`src/rtl/highscore_pkg.sv`:
```
// Shared types and sizing for the high-score controller and its table.
package highscore_pkg;

   localparam int HS_ENTRIES = 5;
   localparam int HS_IDX_W   = 3;

   typedef enum logic [2:0] {
      IDLE,
      SCAN,
      SHIFT,
      WRITE,
      DONE
   } hs_state_t;

endpackage

```
`src/rtl/highscore_if.sv`:
```
// Game-side request/response bundle plus the display read port of the high-score block.
interface highscore_if #(parameter int SCORE_W = 8);
   import highscore_pkg::*;

   logic                game_over;
   logic [SCORE_W-1:0]  curr_score;
   logic                clear;
   logic [HS_IDX_W-1:0] rd_idx;
   logic [SCORE_W-1:0]  rd_data;
   logic                busy;
   logic                done;
   logic [HS_IDX_W-1:0] rank;

   modport master (
      output game_over, curr_score, clear, rd_idx,
      input  rd_data, busy, done, rank
   );

   modport slave (
      input  game_over, curr_score, clear, rd_idx,
      output rd_data, busy, done, rank
   );

endinterface

```
`src/rtl/highscore_table.sv`:
```
// Five descending score registers with one shift/write port, a display read port and a compare tap.
module highscore_table
   import highscore_pkg::*;
#(
   parameter int SCORE_W = 8
) (
   input  logic                clock,
   input  logic                reset,
   input  logic                clear,
   input  logic                shift_en,
   input  logic [HS_IDX_W-1:0] shift_idx,
   input  logic                wr_en,
   input  logic [HS_IDX_W-1:0] wr_idx,
   input  logic [SCORE_W-1:0]  wr_data,
   input  logic [HS_IDX_W-1:0] rd_idx,
   output logic [SCORE_W-1:0]  rd_data,
   input  logic [HS_IDX_W-1:0] cmp_idx,
   output logic [SCORE_W-1:0]  cmp_data
);

   logic [SCORE_W-1:0] hi [1:HS_ENTRIES];

   // Slot 1 never shifts; slot i takes slot i-1 when selected
   always_ff @(posedge clock or posedge reset) begin
      if (reset) begin
         for (int i = 1; i <= HS_ENTRIES; i++) hi[i] <= '0;
      end else if (clear) begin
         for (int i = 1; i <= HS_ENTRIES; i++) hi[i] <= '0;
      end else begin
         for (int i = 2; i <= HS_ENTRIES; i++) begin
            if (shift_en && shift_idx == HS_IDX_W'(i)) hi[i] <= hi[i-1];
         end
         for (int i = 1; i <= HS_ENTRIES; i++) begin
            if (wr_en && wr_idx == HS_IDX_W'(i)) hi[i] <= wr_data;
         end
      end
   end

   always_comb begin
      rd_data  = '0;
      cmp_data = '0;
      for (int i = 1; i <= HS_ENTRIES; i++) begin
         if (rd_idx == HS_IDX_W'(i))  rd_data  = hi[i];
         if (cmp_idx == HS_IDX_W'(i)) cmp_data = hi[i];
      end
   end

endmodule

```
`src/rtl/highscore_ctrl.sv`:
```
// Insertion sequencer: scans for the slot, ripples lower entries down, writes the score, reports rank.
module highscore_ctrl
   import highscore_pkg::*;
#(
   parameter int SCORE_W = 8
) (
   input  logic       clock,
   input  logic       reset,
   highscore_if.slave bus
);

   localparam logic [HS_IDX_W-1:0] LAST_IDX = HS_IDX_W'(HS_ENTRIES);

   hs_state_t           state, state_n;
   logic [SCORE_W-1:0]  score_q;
   logic [HS_IDX_W-1:0] k, j, pos, rank_q;
   logic [SCORE_W-1:0]  cmp_data;
   logic                placed;
   logic                shift_en, wr_en, tbl_clear, done_c;

   assign placed = score_q > cmp_data;

   always_ff @(posedge clock or posedge reset) begin
      if (reset) state <= IDLE;
      else       state <= state_n;
   end

   // A slot found at the last index needs no ripple, so SCAN jumps straight to WRITE
   always_comb begin
      state_n   = state;
      shift_en  = 1'b0;
      wr_en     = 1'b0;
      tbl_clear = 1'b0;
      done_c    = 1'b0;
      case (state)
         IDLE: begin
            if (bus.clear)          tbl_clear = 1'b1;
            else if (bus.game_over) state_n = SCAN;
         end
         SCAN: begin
            if (placed)             state_n = (k == LAST_IDX) ? WRITE : SHIFT;
            else if (k == LAST_IDX) state_n = DONE;
         end
         SHIFT: begin
            shift_en = 1'b1;
            if (j == pos + 3'd1) state_n = WRITE;
         end
         WRITE: begin
            wr_en   = 1'b1;
            state_n = DONE;
         end
         DONE: begin
            done_c  = 1'b1;
            state_n = IDLE;
         end
         default: state_n = IDLE;
      endcase
   end

   always_ff @(posedge clock or posedge reset) begin
      if (reset) begin
         score_q <= '0;
         k       <= '0;
         j       <= '0;
         pos     <= '0;
         rank_q  <= '0;
      end else begin
         case (state)
            IDLE: begin
               if (bus.clear) begin
                  rank_q <= '0;
               end else if (bus.game_over) begin
                  score_q <= bus.curr_score;
                  k       <= 3'd1;
               end
            end
            SCAN: begin
               if (placed) begin
                  pos <= k;
                  j   <= LAST_IDX;
               end else if (k == LAST_IDX) begin
                  pos <= '0;
               end else begin
                  k <= k + 3'd1;
               end
            end
            SHIFT:   j <= j - 3'd1;
            DONE:    rank_q <= pos;
            default: ;
         endcase
      end
   end

   highscore_table #(.SCORE_W(SCORE_W)) u_table (
      .clock     (clock),
      .reset     (reset),
      .clear     (tbl_clear),
      .shift_en  (shift_en),
      .shift_idx (j),
      .wr_en     (wr_en),
      .wr_idx    (pos),
      .wr_data   (score_q),
      .rd_idx    (bus.rd_idx),
      .rd_data   (bus.rd_data),
      .cmp_idx   (k),
      .cmp_data  (cmp_data)
   );

   assign bus.busy = (state != IDLE);
   assign bus.done = done_c;
   assign bus.rank = rank_q;

endmodule

```
`src/flat_wrapper.sv`:
```
// flat-port wrapper written by rule: the top's interface ports become plain ports
module highscore_ctrl_flat import highscore_pkg::*;
#(
   parameter int SCORE_W = 8
)
  (clock, reset, bus_game_over, bus_curr_score, bus_clear, bus_rd_idx, bus_rd_data, bus_busy, bus_done, bus_rank);
  highscore_if #(.SCORE_W(SCORE_W)) bus_i ();
  input  logic clock;
  input  logic reset;
  input wire logic [$bits(bus_i.game_over)-1:0] bus_game_over;
  input wire logic [$bits(bus_i.curr_score)-1:0] bus_curr_score;
  input wire logic [$bits(bus_i.clear)-1:0] bus_clear;
  input wire logic [$bits(bus_i.rd_idx)-1:0] bus_rd_idx;
  output wire logic [$bits(bus_i.rd_data)-1:0] bus_rd_data;
  output wire logic [$bits(bus_i.busy)-1:0] bus_busy;
  output wire logic [$bits(bus_i.done)-1:0] bus_done;
  output wire logic [$bits(bus_i.rank)-1:0] bus_rank;
  assign bus_i.game_over = bus_game_over;
  assign bus_i.curr_score = bus_curr_score;
  assign bus_i.clear = bus_clear;
  assign bus_i.rd_idx = bus_rd_idx;
  assign bus_rd_data = bus_i.rd_data;
  assign bus_busy = bus_i.busy;
  assign bus_done = bus_i.done;
  assign bus_rank = bus_i.rank;
  highscore_ctrl #(.SCORE_W(SCORE_W)) u_core (.clock(clock), .reset(reset), .bus(bus_i));
endmodule
```
`config.mk`:
```
export PLATFORM = sky130hd
export DESIGN_NAME = highscore_ctrl_flat
export DESIGN_NICKNAME = d
export VERILOG_FILES = /design/src/rtl/highscore_pkg.sv /design/src/rtl/highscore_if.sv /design/src/rtl/highscore_table.sv /design/src/rtl/highscore_ctrl.sv /design/src/flat_wrapper.sv
export SDC_FILE = /design/constraint.sdc
export NUM_CORES = 1
export LEC_CHECK = 0
export CORE_MARGIN = 4
export CORE_UTILIZATION = 40
export CTS_BUF_LIST = sky130_fd_sc_hd__clkbuf_8
export CTS_CLUSTER_DIAMETER = 200
export DETAILED_ROUTE_END_ITERATION = 6
export PLACE_DENSITY = 0.6
export SLEW_MARGIN = 20
export SYNTH_ARGS = -nofsm -noshare
export SYNTH_HDL_FRONTEND = slang
export SYNTH_SLANG_ARGS = --single-unit
```
`constraint.sdc`:
```
create_clock -name clock -period 4.3 [get_ports clock]
set_input_delay 0.86 -clock clock [delete_from_list [all_inputs] [get_ports clock]]
set_output_delay 0.86 -clock clock [all_outputs]
set_load 0.05 [all_outputs]
```
==> results of run 1 <==
-- synth_stat cells (all sizes together) --
| master | n | area share, % |
|---|---|---|
| o21ai | 15 | 1.8 |
| nor4 | 1 | 0.15 |
| a211o | 2 | 0.43 |
| or3b | 1 | 0.21 |
| nor3 | 3 | 0.37 |
| xnor2 | 1 | 0.21 |
| a221oi | 1 | 0.21 |
| and3 | 2 | 0.31 |
| nand2 | 46 | 4.5 |
| a2111oi | 2 | 0.43 |
| o32a | 1 | 0.24 |
| a31oi | 1 | 0.15 |
| a22o | 1 | 0.21 |
| a21oi | 28 | 3.6 |
| nand3 | 10 | 1.5 |
| inv | 13 | 1.2 |
| o31ai | 26 | 5.3 |
| nor3b | 3 | 0.67 |
| o211ai | 8 | 1.5 |
| o22ai | 7 | 1.1 |
| mux2 | 23 | 6.3 |
| ha | 23 | 7.0 |
| o2bb2ai | 2 | 0.43 |
| o21ba | 1 | 0.24 |
| and3b | 1 | 0.21 |
| buf | 14 | 3.2 |
| nand4 | 2 | 0.31 |
| a22oi | 15 | 2.7 |
| xor2 | 2 | 0.43 |
| dfrtp | 63 | 38 |
| a2bb2oi | 1 | 0.21 |
| clkbuf | 12 | 1.1 |
| and2 | 10 | 1.5 |
| nor2b | 6 | 0.92 |
| nand2b | 3 | 0.46 |
| or2 | 1 | 0.15 |
| nor2 | 32 | 2.9 |
| mux2i | 38 | 9.3 |
-- cell type report --
type	count	area share [%]
inverters	13	1.056
flip-flops and latches	63	34.11
repair buffers	31	7.688
clock inverters	6	0.9746
well taps	133	3.600
clock buffers	10	2.978
multi-input cells	319	49.59
-- report_power, final --
part / internal [W] / switching [W]
Clock: 0.000227 / 0.000264
Combinational: 0.000676 / 0.000973
Sequential: 0.000837 / 0.000333
-- worst paths after layout --
path / from / end / slack [ns]
max in group asynchronous: reset / u_core.u_table.hi[34] / 2.45
hold reg to reg: u_core.bus.rank[0] / u_core.bus.rank[0] / 0.51
min in group asynchronous: reset / u_core.state[1] / 0.92
setup reg to reg: u_core.k[1] / u_core.state[2] / 0.53
hold / removal: u_core.bus.rank[0] / u_core.bus.rank[0] / 0.51
setup / recovery: u_core.k[1] / u_core.state[2] / 0.53
-- logic make-up (layout without fill, tap and decap cells) --
logic type	count (synthesis)	in the layout
simple gates	121	121
compound gates	111	111
flops	63	63
mux	61	61
buf+inv	39	60
fa+ha+maj	23	23
xor+xnor	3	3
-- registers in the layout, summed over array words and instances (netlist names) --
name / cells
u_core.bus.rank: 3
u_core.j: 3
u_core.k: 3
u_core.pos: 3
u_core.score_q: 8
u_core.state: 3
u_core.u_table.hi: 40
-- per-stage QoR --
| step | hold slack, ns | instance area [um2] | cells |
|---|---|---|---|
| finish | 0.5123 | 4622 | 575 |
| global route | 0.5500 | 4622 | 575 |
| CTS | 0.5136 | 4622 | 575 |
| detailed placement | 0.4961 | 4439 | 559 |
| global placement | 0.4878 | 4439 | 559 |
| floorplan | 0.4577 | 4095 | 421 |
-- critical path, cell delays in order, from the launching register on --
cell	delay, ns
dfrtp_1	0.44
inv_1	0.10
ha_1	0.20
nor3b_2	0.45
a22oi_1	0.17
nor2_1	0.12
a21oi_1	0.05
o211ai_1	0.17
o21ai_0	0.11
ha_1	0.36
nand4_1	0.17
o21ai_0	0.43
nand2_1	0.26
a2111oi_0	0.48
o21ba_2	0.19
-- routing by layer --
metal	track usage, %	wire length (um)	vias up
met5	0	0	-
met1	26.92	4985	1565
li1	-	-	1565
met3	3.256	487	9
met2	29.65	4792	70
met4	4.898	125	0
==> flow_metrics.tcl, run 1 <==
set metrics [dict create \
    clk_pin_slew_worst_paths_ns 0.08 \
    synth_compound_area_share_pct 18.55 \
    cts-htree-levels 3 \
    core-area_um2 9864 \
    min_path_type "reg2reg" \
    worst-setup-path-type "reg2reg" \
    outcome "finished, final reports clean" \
    placement.setup.worst_slack_ns 0.6449 \
    cts_made_buffers 9 \
    cp_max_fo 8 \
    fin_crit_sh_pct 87.57 \
    die_x_um 109.2 \
    antenna_found_initial 0 \
    finalMaxSlewViolations 0 \
    seq_cells_post_synth 63 \
    clock_path_buffers 2 \
    fmaxAchievable_mhz 265.6 \
    max_slew.worst_pin.slew_ns 0.7576 \
    nFillCells 944 \
    hold_viol 0 \
    final_common_cell "dfrtp_1" \
    first_global_vias 3225 \
    root_buffer "clkbuf_8" \
    final_cell_mix "63 x dfrtp_1, 44 x nand2_1, 38 x mux2i_1, 32 x nor2_1, 26 x a21oi_1" \
    post-layout-total-power_w 0.003309 \
    synthDistinctLibCells 47 \
    route.final.wire_length_um 10390 \
    leakage_nw 2.156 \
    synthesis.nets 459 \
    grt_setup_unrepaired "false" \
    fin_setup_tns_ns 0 \
    timing.final.ws_setup_ns 0.5344 \
    rows 36 \
    numPortBuffers 27 \
    area_used_by_multi_input_combinational_logic_um2 2292 \
    cts_resized 0 \
    ys.warnings.count 0 \
    vias_per_cell 5.581 \
    finalCriticalPeriod_ns 3.766 \
    cellPowerDensity_nw_per_um2 716.0 \
    clock-skew-final_ns 0.01217 \
    globalplace.congestion 0.8522 \
    post_synthesis_adder_cell_area_fraction_pct 7.027 \
    synth.mux.area_fraction_pct 15.61 \
    drt_pass1_iterations 5 \
    post-cts-setup-buffers 0 \
    hold_buffers 0 \
    grt_max_degree 36 \
    floorplan.io_pins 28 \
    design.final.nets 475 \
    cell_depth_of_the_worst_min_delay_path 2 \
    drt_iter0_markers 186 \
    layout.area.seq_um2 1577 \
    drv.max_cap_violation_count 0 \
    rr_worst_depth 14 \
    main_combinational_cell_family_by_area_after_synthesis "compound AO/OA/AOI/OAI gates" \
    floorplan.die_area_um2 11920 \
    synth-seq-area-share_pct 38.50 \
    post-route-drc-count 0 \
    grt_util_all_layers_pct 18.85 \
    per_cell_routed_wire_length_um 18.07 \
    synthCells 421 \
    numClockSinks 63 \
    post_route_cells_drive_above_1_share_pct 14.71 \
    initial_utilization_pct 41.51 \
    globalRouteOverflowTotal 0 \
    post-dp-hpwl_um 7631 \
    vias 3209 \
    fp.dieH_um 109.2 \
    synth_simple_gate_area_share_pct 14.15 \
    setup_viol 0 \
    cts_tree "yes" \
    finalCoreUtilization_pct 46.85 \
    worst_ep_required_time_ns 4.60 \
    ant_nets 0 \
    worst_skew_pair.late_latency_ns 0.35 \
    post_synth_instance_area_um2 4095 \
    crit_path_arrival_time_ns 4.06 \
    vdd_drop_max_v 0.0002979 \
    synth_xor_area_share_pct 0.6416 \
    grt_first_pass_wirelength_um 17220 \
    n_antenna_cell 0 \
    end_kind "flop" \
    area_growth_syn_to_layout_pct 12.86 \
    worst_slew_margin_relative_to_its_limit_pct 49.49 \
    avgSynthCellArea_um2 9.727 \
    startpoint_type "flop" \
]
No activity file was read; power rests on OpenSTA's default activity.
==> run 2, diff against run 1 <==
- GPL_TIMING_DRIVEN: default -> 0
==> flow_metrics.tcl, run 2 (same netlist as run 1, synthesis figures left out) <==
set metrics [dict create \
    timing.rr.end "u_core.state[2]" \
    vias_per_cell 5.402 \
    initial_utilization_pct 41.51 \
    setup_viol 0 \
    cellPowerDensity_nw_per_um2 722.4 \
    drt_iter0_markers 160 \
    fin_crit_sh_pct 95.04 \
    finalMaxSlewViolations 0 \
    worst-setup-path-type "in2out" \
    cell_depth_of_the_worst_min_delay_path 2 \
    antenna_found_initial 0 \
    rr_worst_depth 15 \
    final_cell_mix "63 x dfrtp_1, 44 x nand2_1, 38 x mux2i_1, 32 x nor2_1" \
    grt_first_pass_wirelength_um 17110 \
    fmaxAchievable_mhz 244.7 \
    clock_path_buffers 2 \
    grt_setup_unrepaired "false" \
    root_buffer "clkbuf_8" \
    post-cts-setup-buffers 0 \
    critical_path.most_common_cell "clkdlybuf4s50_1" \
    worst_skew_pair.late_latency_ns 0.34 \
    worst_setup_path_endpoint "bus_rd_data[0]" \
    place_inst 581 \
    n_antenna_cell 0 \
    post-dp-hpwl_um 7871 \
    worst_slew_margin_relative_to_its_limit_pct 54.12 \
    crit_path_start "bus_rd_idx[2]" \
    cts-htree-levels 3 \
    numPortBuffers 26 \
    max_slew.worst_pin.slew_ns 0.6868 \
    crit_path_arrival_time_ns 3.23 \
    ant_nets 0 \
    numClockSinks 63 \
    cts_tree "yes" \
    per_cell_routed_wire_length_um 17.02 \
    finalInstanceArea_um2 4763 \
    largest_reg_flops 40 \
    hold_viol 0 \
    die_x_um 109.2 \
    drv.max_cap_violation_count 0 \
    vdd_drop_max_v 0.0002633 \
    clock-skew-final_ns 0.009954 \
    outcome "finished, final reports clean" \
    start_of_the_worst_register_to_register_path "u_core.k[0]" \
    area_growth_syn_to_layout_pct 16.32 \
    first_global_vias 3270 \
    drt_pass1_iterations 4 \
    globalplace.congestion 0.8445 \
    post_dp_cell_area_um2 4552 \
    final_standard_cell_count_with_taps_included_and_fillers_excluded 597 \
    grt_max_degree 53 \
    finalCoreUtilization_pct 48.29 \
    timing.critical_path.slowest_cell_delay_ns 0.86 \
    leakage_nw 2.215 \
    cell_at_the_slowest_stage_of_the_critical_path "clkdlybuf4s50_1" \
    core-area_um2 9864 \
    top_register "u_core.u_table.hi" \
    worst_ep_required_time_ns 3.44 \
    floorplan.io_pins 28 \
    rows 36 \
    design.final.nets 497 \
    cp_max_fo 10 \
    globalRouteOverflowTotal 0 \
    reg2reg_slack_ns 0.47 \
    end_kind "primary output" \
    startpoint_type "input pin" \
    min_path_type "reg2reg" \
    floorplan.die_area_um2 11920 \
    vias 3225 \
    post_route_cells_drive_above_1_share_pct 14.66 \
    grt_util_all_layers_pct 18.59 \
    nFillCells 954 \
    cts_made_buffers 9 \
    finalCriticalPeriod_ns 4.087 \
    largest_registers_in_the_final_layout "u_core.u_table.hi (40), u_core.score_q (8)" \
    crit_chain "clkdlybuf4s50_1, clkbuf_1, nor2b_1, a22oi_1, o21ai_0, clkdlybuf4s50_1" \
    route.final.wire_length_um 10160 \
    post-route-drc-count 0 \
    fin_setup_tns_ns 0 \
    final_common_cell "dfrtp_1" \
    clk_pin_slew_worst_paths_ns 0.08 \
    fp.dieH_um 109.2 \
]
==> run 2: report_power, final <==
part / total (W) / switching, W / internal, W
clock: 0.000546 / 0.000272 / 0.000274
combinational: 0.00175 / 0.00101 / 0.000742
sequential: 0.00114 / 0.000308 / 0.000837
total: 0.00344 / 0.00159 / 0.00185
==> run 2: final cells by class <==
class | instances | area (um2) | share of cell area [%]
Multi-Input combinational cell | 319 | 2300 | 48.28
Clock inverter | 7 | 80.08 | 1.681
Sequential cell | 63 | 1577 | 33.10
Clock buffer | 9 | 123.9 | 2.600
Buffer | 26 | 177.7 | 3.730
Timing Repair Buffer | 27 | 287.8 | 6.042
Inverter | 13 | 51.30 | 1.077
Tap cell | 133 | 166.4 | 3.494
==> run 2: what timing repair did <==
item,in CTS,in global routing
resized for setup,0,2
endpoints found under the setup margin,0,1
hold buffers,0,0
==> run 2: worst min-delay path by stage <==
stage	slack [ns]	startpoint	endpoint
final	0.52	u_core.bus.rank[2]	u_core.bus.rank[2]
after global routing	0.54	u_core.bus.rank[2]	u_core.bus.rank[2]
after CTS	0.53	u_core.u_table.hi[3]	u_core.u_table.hi[3]
after detailed placement	0.50	u_core.bus.rank[2]	u_core.bus.rank[2]
after global placement	0.49	u_core.score_q[0]	u_core.score_q[0]
after floorplan	0.46	u_core.u_table.hi[4]	u_core.u_table.hi[4]
==> run 2: worst max-delay path: cells and delay by family <==
kind | cells | cell delay, ns
simple gates | 1 | 0.25
buf+inv | 3 | 1.76
compound gates | 2 | 0.36
==> run 2: metal layers <==
layer / track usage [%] / up-vias / routed length (um)
met5: 0 / - / 0
met4: 5.610 / 0 / 110
met3: 2.605 / 8 / 322
met2: 30.31 / 50 / 4840
met1: 25.71 / 1566 / 4889
li1: - / 1601 / -
==> run 2: stage by stage <==
step	worst slack [ns]	power, W	hold WS, ns
4_1_cts	0.1906	0.003440	0.5258
2_1_floorplan	0.8281	0.002391	0.4577
5_1_grt	0.03951	0.003730	0.5426
3_3_place_gp	0.1910	0.002832	0.4916
6_report	0.2132	0.003441	0.5201
3_5_place_dp	0.1919	0.002887	0.4993
==> run 3, diff against run 2 <==
--- a/constraint.sdc
+++ b/constraint.sdc
@@ -3,2 +3,2 @@
 set_output_delay 0.86 -clock clock [all_outputs]
-set_load 0.05 [all_outputs]
+set_load 0.02 [all_outputs]
==> results of run 3 <==
The final DEF is identical to that of run 2. Status: finished, final reports clean.
Among the figures that moved: setup slack after placement 0.1919 ns -> 0.3911 ns; setup slack after layout 0.2132 ns -> 0.4125 ns; total power 0.003441 W -> 0.003354 W; worst IR drop on VDD 0.0002633 V -> 0.0002632 V
